## config.mk

```make
export PLATFORM = sky130hd
export DESIGN_NAME = demux4_stream
export DESIGN_NICKNAME = d
export VERILOG_FILES = /design/src/rtl/demux4_stream_pkg.sv /design/src/rtl/demux_lane_fifo.sv /design/src/rtl/demux4_stream.sv
export SDC_FILE = /design/constraint.sdc
export NUM_CORES = 1
export LEC_CHECK = 0
export ABC_AREA = 1
export CORE_MARGIN = 2
export CORE_UTILIZATION = 55
export DETAILED_ROUTE_END_ITERATION = 10
export GPL_TIMING_DRIVEN = 0
export MAX_ROUTING_LAYER = met4
export PLACE_DENSITY = 0.8
export SLEW_MARGIN = 20
export SYNTH_ARGS = -nofsm -noshare
export SYNTH_HDL_FRONTEND = slang
export SYNTH_SLANG_ARGS = --single-unit
```

## constraint.sdc

```tcl
create_clock -name clk -period 10.5 [get_ports clk]
set_input_delay 2.1 -clock clk [delete_from_list [all_inputs] [get_ports clk]]
set_output_delay 2.1 -clock clk [all_outputs]
set_load 0.05 [all_outputs]
```

## src/rtl/demux4_stream_pkg.sv

```systemverilog
// Shared constants and lane enumeration for the 1:4 stream demux
// and its mirror-image 4:1 result mux.
package demux4_stream_pkg;
    localparam int LANES      = 4;
    localparam int SEL_W      = 2;
    localparam int LANE_DEPTH = 2;

    typedef enum logic [SEL_W-1:0] {
        LANE0 = 2'd0,
        LANE1 = 2'd1,
        LANE2 = 2'd2,
        LANE3 = 2'd3
    } lane_e;
endpackage

```

## src/rtl/demux_lane_fifo.sv

```systemverilog
// Two-entry lane buffer with registered storage; the head word is read
// straight from a register so the output never sees input logic.
module demux_lane_fifo
    import demux4_stream_pkg::*;
#(
    parameter int SIZE = 32
) (
    input  logic            clk,
    input  logic            rst,
    input  logic            push,
    input  logic [SIZE-1:0] push_data,
    input  logic            pop,
    output logic            full,
    output logic            valid,
    output logic [SIZE-1:0] head_data
);
    logic [SIZE-1:0] mem [LANE_DEPTH];
    logic            wptr, rptr;
    logic [1:0]      count;
    logic            do_push, do_pop;

    // Guard locally so a misbehaving parent can't overrun or underrun.
    assign do_push = push & ~full;
    assign do_pop  = pop & valid;

    always_ff @(posedge clk or posedge rst) begin
        if (rst) begin
            for (int i = 0; i < LANE_DEPTH; i++) mem[i] <= '0;
            wptr  <= 1'b0;
            rptr  <= 1'b0;
            count <= 2'd0;
        end else begin
            if (do_push) begin
                mem[wptr] <= push_data;
                wptr      <= ~wptr;
            end
            if (do_pop) rptr <= ~rptr;
            case ({do_push, do_pop})
                2'b10:   count <= count + 2'd1;
                2'b01:   count <= count - 2'd1;
                default: count <= count;
            endcase
        end
    end

    assign full      = (count == 2'd2);
    assign valid     = (count != 2'd0);
    assign head_data = mem[rptr];
endmodule

```

## src/rtl/demux4_stream.sv

```systemverilog
// 1:4 stream demux: decodes in_sel to one of four independent lane FIFOs.
// in_ready comes only from registered full flags, never from out_ready.
module demux4_stream
    import demux4_stream_pkg::*;
#(
    parameter int SIZE = 32
) (
    input  logic                  clk,
    input  logic                  rst,
    input  logic                  in_valid,
    output logic                  in_ready,
    input  logic [SIZE-1:0]       in_data,
    input  logic [SEL_W-1:0]      in_sel,
    output logic [LANES-1:0]      out_valid,
    input  logic [LANES-1:0]      out_ready,
    output logic [LANES*SIZE-1:0] out_data,
    output logic                  busy
);
    logic [LANES-1:0] full;
    logic [LANES-1:0] push;
    lane_e            sel;

    assign sel      = lane_e'(in_sel);
    assign in_ready = ~full[sel];

    for (genvar k = 0; k < LANES; k++) begin : g_lane
        assign push[k] = in_valid & in_ready & (sel == lane_e'(k));

        demux_lane_fifo #(.SIZE(SIZE)) u_fifo (
            .clk       (clk),
            .rst       (rst),
            .push      (push[k]),
            .push_data (in_data),
            .pop       (out_ready[k]),
            .full      (full[k]),
            .valid     (out_valid[k]),
            .head_data (out_data[k*SIZE +: SIZE])
        );
    end

    assign busy = |out_valid;
endmodule

```

==> results of run 1 <==
logic make-up (layout without fill, tap and decap cells):
kind of cell / count (synthesis) / count (layout) / synth area share (%)
adder cells (fa/ha/maj): 4 / 4 / 0.401
AO/OA/AOI/OAI: 8 / 8 / 0.321
XOR/XNOR: 12 / 12 / 0.843
flip-flops: 272 / 272 / 54.6
buffers and inverters: 161 / 359 / 5.79
AND/OR/NAND/NOR: 1208 / 1208 / 38.1
layer usage:
metal	global-route usage, %	routed length, um	share of wire [%]	vias to the layer above
met3	4.60	3190	8.8	107
met1	43.2	14700	41	5579
met4	13.3	1600	4.4	0
met2	48.8	16800	46	576
li1	-	-	-	5409
met5	-	0	0	-
how the worst min path moves through the flow:
stage	slack, ns	endpoint	from	depth (start not counted)
after floorplan	0.44	g_lane[0].u_fifo.mem[30]	g_lane[0].u_fifo.mem[30]	2
after global routing	0.49	g_lane[0].u_fifo.mem[22]	g_lane[0].u_fifo.mem[22]	2
after CTS	0.47	g_lane[0].u_fifo.mem[8]	g_lane[0].u_fifo.mem[8]	2
after detailed placement	0.46	g_lane[0].u_fifo.mem[8]	g_lane[0].u_fifo.mem[8]	2
after global placement	0.45	g_lane[1].u_fifo.mem[29]	g_lane[1].u_fifo.mem[29]	2
final	0.47	g_lane[0].u_fifo.mem[57]	g_lane[0].u_fifo.mem[57]	2
stage by stage:
stage	TNS (ns)	worst slack [ns]	cell area, um^2	utilization (%)	hold WS [ns]
floorplan	0	0.905	12500	-	0.442
global placement	-646.74	-2.40	14200	63.5	0.453
detailed placement	0	4.29	14300	63.8	0.459
CTS	0	4.28	15500	69.0	0.473
global route	0	4.17	15500	69.0	0.486
finish	0	4.22	15500	69.0	0.469
cell usage after synthesis:
cell type	number
buf_2	44
nand3_1	132
nor2_1	14
clkbuf_2	20
a21oi_1	4
buf_1	5
nor2_2	5
xor2_1	6
inv_2	4
clkbuf_1	49
o21ai_0	4
buf_4	10
nand4_2	3
dfrtp_1	272
ha_1	4
xnor2_1	6
clkinv_1	4
nand2_1	1050
inv_1	25
nand4_1	4
sequential cells by signal, indices dropped and copies added (netlist names):
signal               flops
g_lane.u_fifo.wptr       4
g_lane.u_fifo.mem      256
g_lane.u_fifo.count      8
g_lane.u_fifo.rptr       4
cell type report:
cell class / count / area share, %
Buffer: 128 / 3.86
Tap cell: 285 / 2.30
Sequential cell: 272 / 44.0
Multi-Input combinational cell: 1232 / 31.9
Inverter: 33 / 0.849
Timing Repair Buffer: 144 / 9.54
Clock inverter: 19 / 2.46
Clock buffer: 35 / 5.09
cells in the final DEF, fill, tap and decap left out:
| cell type | n |
|---|---|
| buf_4 | 10 |
| inv_2 | 4 |
| clkinv_2 | 5 |
| nor2_2 | 5 |
| buf_1 | 5 |
| o21ai_0 | 4 |
| clkinv_4 | 1 |
| clkinv_1 | 4 |
| clkbuf_1 | 51 |
| xor2_1 | 6 |
| clkbuf_8 | 4 |
| inv_8 | 1 |
| clkdlybuf4s50_1 | 142 |
| inv_1 | 24 |
| buf_16 | 2 |
| buf_2 | 44 |
| ha_1 | 4 |
| a21oi_1 | 4 |
| inv_6 | 1 |
| clkbuf_16 | 29 |
| nand4_2 | 3 |
| nand3_1 | 132 |
| dfrtp_1 | 272 |
| nor2_1 | 14 |
| nand2_1 | 1050 |
| clkinvlp_4 | 1 |
| nand4_1 | 4 |
| bufinv_16 | 11 |
| xnor2_1 | 6 |
| clkbuf_2 | 20 |
worst max-delay path, delay by kind of cell:
kind | cells | cell delay, ns
buffers and inverters | 3 | 1.57
AND/OR/NAND/NOR | 4 | 0.51
==> impl_metrics.env, run 1 <==
export IMPL_die_w_um=155
export IMPL_rr_worst_depth=13
export IMPL_cp_max_fo=6
export IMPL_n_antenna_cell=0
export IMPL_post_cts_buffers=0
export IMPL_vias_per_cell=5.43
export IMPL_multi_input_area_um2=4940
export IMPL_regToRegSetupSlack_ns=8.16
export IMPL_fmax_mhz=159
export IMPL_core_um2=22400
export IMPL_clockBufferDepth=3
export IMPL_cp_arrival_ns=4.18
export IMPL_timing_rr_start="g_lane[0].u_fifo.count[1]"
export IMPL_drt_wl_total_um=36300
export IMPL_drive_gt1_share_pct=7.57
export IMPL_nFillCells=1782
export IMPL_die_y_um=155
export IMPL_netlist_area_um2=12500
export IMPL_min_period_ns=6.28
export IMPL_syn_nets=1710
export IMPL_num_rows=55
export IMPL_status="completed"
export IMPL_critPathKind="in -> out"
export IMPL_max_cap_violations=0
export IMPL_finalCritPeriodShare_pct=59.8
export IMPL_cp_required_ns=8.40
export IMPL_clk_pin_slew_ns=0.06
export IMPL_htreeDepth=1
export IMPL_drt_iter0_markers=1223
export IMPL_instances_no_fill=2148
export IMPL_rsz0062_at_grt="false"
export IMPL_crit_path_end="in_ready"
export IMPL_cts_tree="yes"
export IMPL_syn_to_final_growth_pct=24.1
export IMPL_seq_area_um2=6810
export IMPL_final_hold_viol_count=0
export IMPL_gp_congestion=0.883
export IMPL_io_pins=175
export IMPL_yosys_area_top_type="dfrtp_1"
export IMPL_max_slew_margin_rel_pct=51.1
export IMPL_ys_top_cells_by_area="dfrtp_1 55%, nand2_1 32%, nand3_1 5.3%, buf_2 1.8%, clkbuf_1 1.5%"
export IMPL_max_stage_delay_ns=0.93
export IMPL_yosysWarnings=0
export IMPL_start_util_pct=55.6
export IMPL_synth_top_cell_area_share_pct=54.6
export IMPL_grt_pass1_vias=11300
export IMPL_cts_resized_gates=0
export IMPL_seq_area_frac_synth_pct=54.6
export IMPL_skew_ns=0.0108
export IMPL_syn_area_per_cell_um2=7.49
export IMPL_dr_pass1_iters=7
export IMPL_grt_max_degree=95
export IMPL_clk_latency_ns=0.55
export IMPL_dp_cells=2094
export IMPL_timing_rr_end="g_lane[3].u_fifo.count[1]"
export IMPL_dieArea_um2=23900
export IMPL_worst_setup_path_start_kind="input pin"
export IMPL_grt_pass1_wl_um=58700
export IMPL_vias=11700
export IMPL_cp_slowest_cell="clkdlybuf4s50_1"
export IMPL_globalRouteOverflowTotal=0
export IMPL_clock_sinks=272
export IMPL_synth_seq_cells=272
export IMPL_antenna_found_initial=0
export IMPL_hpwl_um=24700
export IMPL_setup_viol=0
export IMPL_wl_per_cell_um=16.9
export IMPL_cts_buffers=29
export IMPL_yosysUniqueCellTypes=20
export IMPL_critPathCaptureType="primary output"
export IMPL_hold_path_class="reg -> reg"
export IMPL_worst_slew_pin_slew_ns=0.733
export IMPL_slew_viol_final=0
export IMPL_drc=0
export IMPL_synth_cells=1665
export IMPL_numPortBuffers=142
export IMPL_nets=1885
export IMPL_cts_root_buffer="clkbuf_16"
export IMPL_ant_nets=0
export IMPL_startpoint="in_sel[0]"
export IMPL_hold_buffers=0
export IMPL_crit_chain="clkdlybuf4s50_1 -> nand2_1 -> inv_1 -> nand3_1 -> nand2_1 -> nor2_2 -> clkdlybuf4s50_1"
export IMPL_groute_usage_overall_pct=31.9
Power of run 1 is left out: the tool's default activity adds up to more than one toggle a clock period on the data nets, which glitch-free logic cannot reach.
==> run 2, diff against run 1 <==
- CORE_UTILIZATION: 55 -> 50
- PLACE_DENSITY: 0.8 -> 0.77
- clock period: 10.5 -> 5.2 ns (I/O delays scaled with it)
==> run 2 against run 1 <==
Die area increased by 9.7%; clock skew decreased by 0.0017 ns; sequential share of layout area increased by 0.10 points; routed wire length increased by 1.4%; core utilization decreased by 5.7 points; first-iteration DRC count decreased by 6.8%; critical path depth unchanged; register-to-register slack got worse by 5.1 ns; non-clock buffer count increased by 7; flip-flop and latch count unchanged; via count decreased by 1.2%; critical endpoint unchanged.
==> impl_metrics.env, run 2 (synthesis gave the netlist of run 1 again) <==
export IMPL_cts_buffers=28
export IMPL_critPathKind="in -> out"
export IMPL_htreeDepth=1
export IMPL_fmax_mhz=243
export IMPL_rr_worst_depth=13
export IMPL_layout_common_cells="1050 x nand2_1, 272 x dfrtp_1, 142 x clkdlybuf4s50_1"
export IMPL_drive_gt1_share_pct=7.77
export IMPL_regToRegSetupSlack_ns=3.03
export IMPL_worst_slew_pin_slew_ns=0.731
export IMPL_antenna_found_initial=0
export IMPL_finalCritPeriodShare_pct=79.1
export IMPL_grt_pass1_vias=11000
export IMPL_drc=0
export IMPL_die_y_um=162
export IMPL_min_path_cells=2
export IMPL_final_hold_viol_count=0
export IMPL_numPortBuffers=142
export IMPL_cp_arrival_ns=3.07
export IMPL_n_antenna_cell=0
export IMPL_setup_viol=0
export IMPL_num_rows=57
export IMPL_vias=11500
export IMPL_groute_usage_overall_pct=29.3
export IMPL_min_delay_start="g_lane[0].u_fifo.mem[6]"
export IMPL_nets=1891
export IMPL_slew_viol_final=0
export IMPL_max_cap_violations=0
export IMPL_grt_max_degree=33
export IMPL_drt_iter0_markers=1140
export IMPL_clock_sinks=272
export IMPL_gp_congestion=0.896
export IMPL_timing_rr_start="g_lane[0].u_fifo.count[1]"
export IMPL_rsz0062_at_grt="false"
export IMPL_holdPathEnd="g_lane[0].u_fifo.mem[6]"
export IMPL_min_period_ns=4.11
export IMPL_post_cts_buffers=0
export IMPL_cp_max_fo=6
export IMPL_critPathCaptureType="primary output"
export IMPL_dr_pass1_iters=5
export IMPL_die_w_um=162
export IMPL_grt_pass1_wl_um=58800
export IMPL_drt_wl_total_um=36900
export IMPL_cts_resized_gates=0
export IMPL_syn_to_final_growth_pct=23.8
export IMPL_top_regs="g_lane.u_fifo.mem (256), g_lane.u_fifo.count (8)"
export IMPL_clk_pin_slew_ns=0.06
export IMPL_hpwl_um=26000
export IMPL_timing_rr_end="g_lane[3].u_fifo.count[1]"
export IMPL_worst_setup_path_start_kind="input pin"
export IMPL_hold_buffers=0
export IMPL_clockBufferDepth=3
export IMPL_fin_setup_tns_ns=0
export IMPL_dieArea_um2=26200
export IMPL_core_um2=24400
export IMPL_cts_root_buffer="clkbuf_16"
export IMPL_cp_required_ns=4.16
export IMPL_largest_register_ffs=256
export IMPL_status="completed"
export IMPL_mostFrequentLayoutCell="nand2_1"
export IMPL_hold_path_class="reg -> reg"
export IMPL_registers_top_by_ff_count="g_lane.u_fifo.mem"
export IMPL_wl_per_cell_um=16.8
export IMPL_io_pins=175
export IMPL_vias_per_cell=5.26
export IMPL_start_util_pct=51.1
export IMPL_clk_latency_ns=0.54
export IMPL_cts_tree="yes"
export IMPL_max_slew_margin_rel_pct=51.3
export IMPL_skew_ns=0.00916
export IMPL_globalRouteOverflowTotal=0
export IMPL_ant_nets=0
run 2: cell count changes in the layout (fill, tap and decap cells not counted):
cell | before | now
clkinvlp_4 | 1 | 3
buf_12 | 0 | 7
bufinv_16 | 11 | 3
clkinv_2 | 5 | 11
inv_6 | 1 | 0
clkinv_4 | 1 | 0
inv_8 | 1 | 0
run 2: worst max-delay path by stage:
stage	start	end	slack [ns]	cells after the start
after detailed placement	in_sel[0]	in_ready	1.09	7
after floorplan	rst	g_lane[0].u_fifo.count[0]	0.56	1
after global routing	in_sel[0]	in_ready	1.00	7
final	in_sel[0]	in_ready	1.09	7
after global placement	rst	g_lane[2].u_fifo.mem[13]	-1.38	2
after CTS	in_sel[0]	in_ready	1.09	7
run 2: metrics by stage:
step	instance area [um^2]	hold slack (ns)	utilization, %	std cells	setup slack, ns
2_1_floorplan	12500	0.442	-	1665	0.565
3_3_place_gp	14300	0.453	58.6	2131	-1.38
3_5_place_dp	14500	0.458	59.4	2140	1.09
4_1_cts	15400	0.474	63.3	2191	1.09
5_1_grt	15400	0.491	63.3	2191	1.00
6_report	15400	0.471	63.3	2191	1.09
run 2: layer usage:
metal,track usage [%],share of wire [%]
met5,-,0
met4,11.6,4.3
met2,45.3,46
met3,3.12,8.0
met1,40.3,41
run 2: layout make-up:
type / count / area, um^2
Clock inverter: 16 / 160
Timing Repair Buffer: 151 / 1620
Fill cell: 2106 / 8940
Tap cell: 324 / 405
Multi-Input combinational cell: 1232 / 4940
Clock buffer: 35 / 788
Buffer: 128 / 598
Inverter: 33 / 128
Sequential cell: 272 / 6810
run 2: critical path, cell delays in order:
cell	delay (ns)
clkdlybuf4s50_1	0.53
nand2_1	0.18
inv_1	0.10
nand3_1	0.07
nand2_1	0.06
nor2_2	0.18
clkdlybuf4s50_1	0.91
Power of run 2 is left out for the same reason.
==> run 3, diff against run 2 <==
- CORE_UTILIZATION: 50 -> 55
- PLACE_DENSITY: 0.77 -> 0.8
- clock period: 5.2 -> 4.02 ns (I/O delays scaled with it)
==> run 3 against run 2 <==
Flip-flop and latch count stayed put; sequential share of layout area up 0.35 points; global-route usage up 3.0 points; clock skew shrank 0.0016 ns; final area fell by 0.79%; die area decreased by 8.9%; critical path depth shrank 1; via count up 1.5%; worst hold slack worse by 0.0024 ns; final cell count fell by 1.7%; non-clock buffer count is 1 lower.
==> impl_metrics.env, run 3 (synthesis gave the netlist of run 1 again) <==
export IMPL_cp_max_fo=10
export IMPL_max_stage_delay_ns=0.82
export IMPL_hold_buffers=0
export IMPL_setup_viol=0
export IMPL_cts_tree="yes"
export IMPL_crit_chain="clkbuf_1 -> clkinv_1 -> clkbuf_1 -> nand2_1 -> nand2_1 -> clkdlybuf4s50_1"
export IMPL_die_w_um=155
export IMPL_drc=0
export IMPL_utilization_pct=68.3
export IMPL_worst_slew_pin_slew_ns=0.703
export IMPL_crit_family="buffers and inverters"
export IMPL_vias=11700
export IMPL_nFillCells=1797
export IMPL_groute_usage_overall_pct=32.3
export IMPL_largest_register_ffs=256
export IMPL_post_cts_buffers=0
export IMPL_cp_arrival_ns=2.92
export IMPL_globalRouteOverflowTotal=0
export IMPL_num_rows=55
export IMPL_min_period_ns=3.72
export IMPL_grt_max_degree=36
export IMPL_rsz0062_at_grt="false"
export IMPL_htreeDepth=1
export IMPL_cp_num_buf_inv=4
export IMPL_grt_pass1_vias=11100
export IMPL_syn_to_final_growth_pct=22.9
export IMPL_mostFrequentLayoutCell="nand2_1"
export IMPL_core_um2=22400
export IMPL_cts_root_buffer="clkbuf_16"
export IMPL_timing_rr_start="g_lane[3].u_fifo.count[0]"
export IMPL_critPathCaptureType="primary output"
export IMPL_nets=1891
export IMPL_top_regs="g_lane.u_fifo.mem (256), g_lane.u_fifo.count (8)"
export IMPL_fmax_mhz=269
export IMPL_postLayoutSetupSlackWorst_ns=0.299
export IMPL_vias_per_cell=5.44
export IMPL_critPathKind="reg -> out"
export IMPL_registers_top_by_ff_count="g_lane.u_fifo.mem"
export IMPL_fin_setup_tns_ns=0
export IMPL_hpwl_um=25700
export IMPL_max_cap_violations=0
export IMPL_post_route_cell_area_um2=15300
export IMPL_cp_required_ns=3.22
export IMPL_dr_pass1_iters=5
export IMPL_status="completed"
export IMPL_io_pins=175
export IMPL_seq_area_um2=6810
export IMPL_clockBufferDepth=3
export IMPL_multi_input_area_um2=4940
export IMPL_max_slew_margin_rel_pct=53.1
export IMPL_clk_latency_ns=0.54
export IMPL_ant_nets=0
export IMPL_clk_pin_slew_ns=0.06
export IMPL_numPortBuffers=142
export IMPL_skew_ns=0.00758
export IMPL_antenna_found_initial=0
export IMPL_die_y_um=155
export IMPL_dpl_cell_area_um2=14400
export IMPL_drive_gt1_share_pct=7.50
export IMPL_cp_slowest_cell="clkdlybuf4s50_1"
export IMPL_cts_resized_gates=0
export IMPL_startpoint="g_lane[1].u_fifo.rptr"
export IMPL_min_delay_start="g_lane[1].u_fifo.mem[27]"
export IMPL_hold_path_class="reg -> reg"
export IMPL_dieArea_um2=23900
export IMPL_finalCritPeriodShare_pct=92.6
export IMPL_cts_buffers=29
export IMPL_grt_pass1_wl_um=59100
export IMPL_wl_per_cell_um=17.1
export IMPL_slew_viol_final=0
export IMPL_clock_sinks=272
export IMPL_gp_congestion=0.858
export IMPL_start_util_pct=55.6
export IMPL_final_hold_viol_count=0
export IMPL_layout_common_cells="1050 x nand2_1, 272 x dfrtp_1, 142 x clkdlybuf4s50_1"
export IMPL_worst_setup_path_start_kind="flip-flop"
export IMPL_drt_iter0_markers=1195
export IMPL_drt_wl_total_um=36700
export IMPL_dp_slack_ns=0.418
[run 3: cell count changes in the layout (fill, tap and decap cells not counted), moves of 2 or more]
cell and change:
buf_16 -2, bufinv_16 -2, clkbuf_1 +5, clkinv_2 -3, clkinvlp_4 -2, inv_6 +2
[run 3: cell type report]
class	count	area share, %
clock inverters	11	0.572
repair buffers	150	10.3
clock buffers	41	5.36
well taps	285	2.33
inverters	33	0.833
multi-input cells	1232	32.3
flip-flops and latches	272	44.4
diodes	1	0.0163
plain buffers	128	3.90
[run 3: final timing paths]
path	end	slack (ns)	depth (start not counted)
min in group asynchronous	g_lane[0].u_fifo.mem[31]	0.70	2
worst min register to register	g_lane[1].u_fifo.mem[27]	0.47	2
max in group asynchronous	g_lane[2].u_fifo.mem[13]	2.27	5
worst max-delay path	out_data[40]	0.30	6
worst max register to register	g_lane[3].u_fifo.count[1]	1.73	12
worst min-delay path	g_lane[1].u_fifo.mem[27]	0.47	2
[run 3: routing by layer]
layer | share of wire, % | wire, um | global-route usage, %
met2 | 45 | 16600 | 48.2
met5 | 0 | 0 | -
met4 | 5.0 | 1850 | 14.4
met3 | 9.7 | 3570 | 4.46
met1 | 40 | 14800 | 44.8
[run 3: stage by stage]
step	hold slack [ns]	std cells
global placement	0.453	2092
CTS	0.473	2152
floorplan	0.442	1665
finish	0.469	2153
global route	0.490	2152
detailed placement	0.458	2100
[run 3: worst min-delay path, cell delays in order (launching register included)]
cell	delay [ns]
dfrtp_1	0.34
nand2_1	0.05
nand2_1	0.05
Power of run 3 is left out for the same reason.
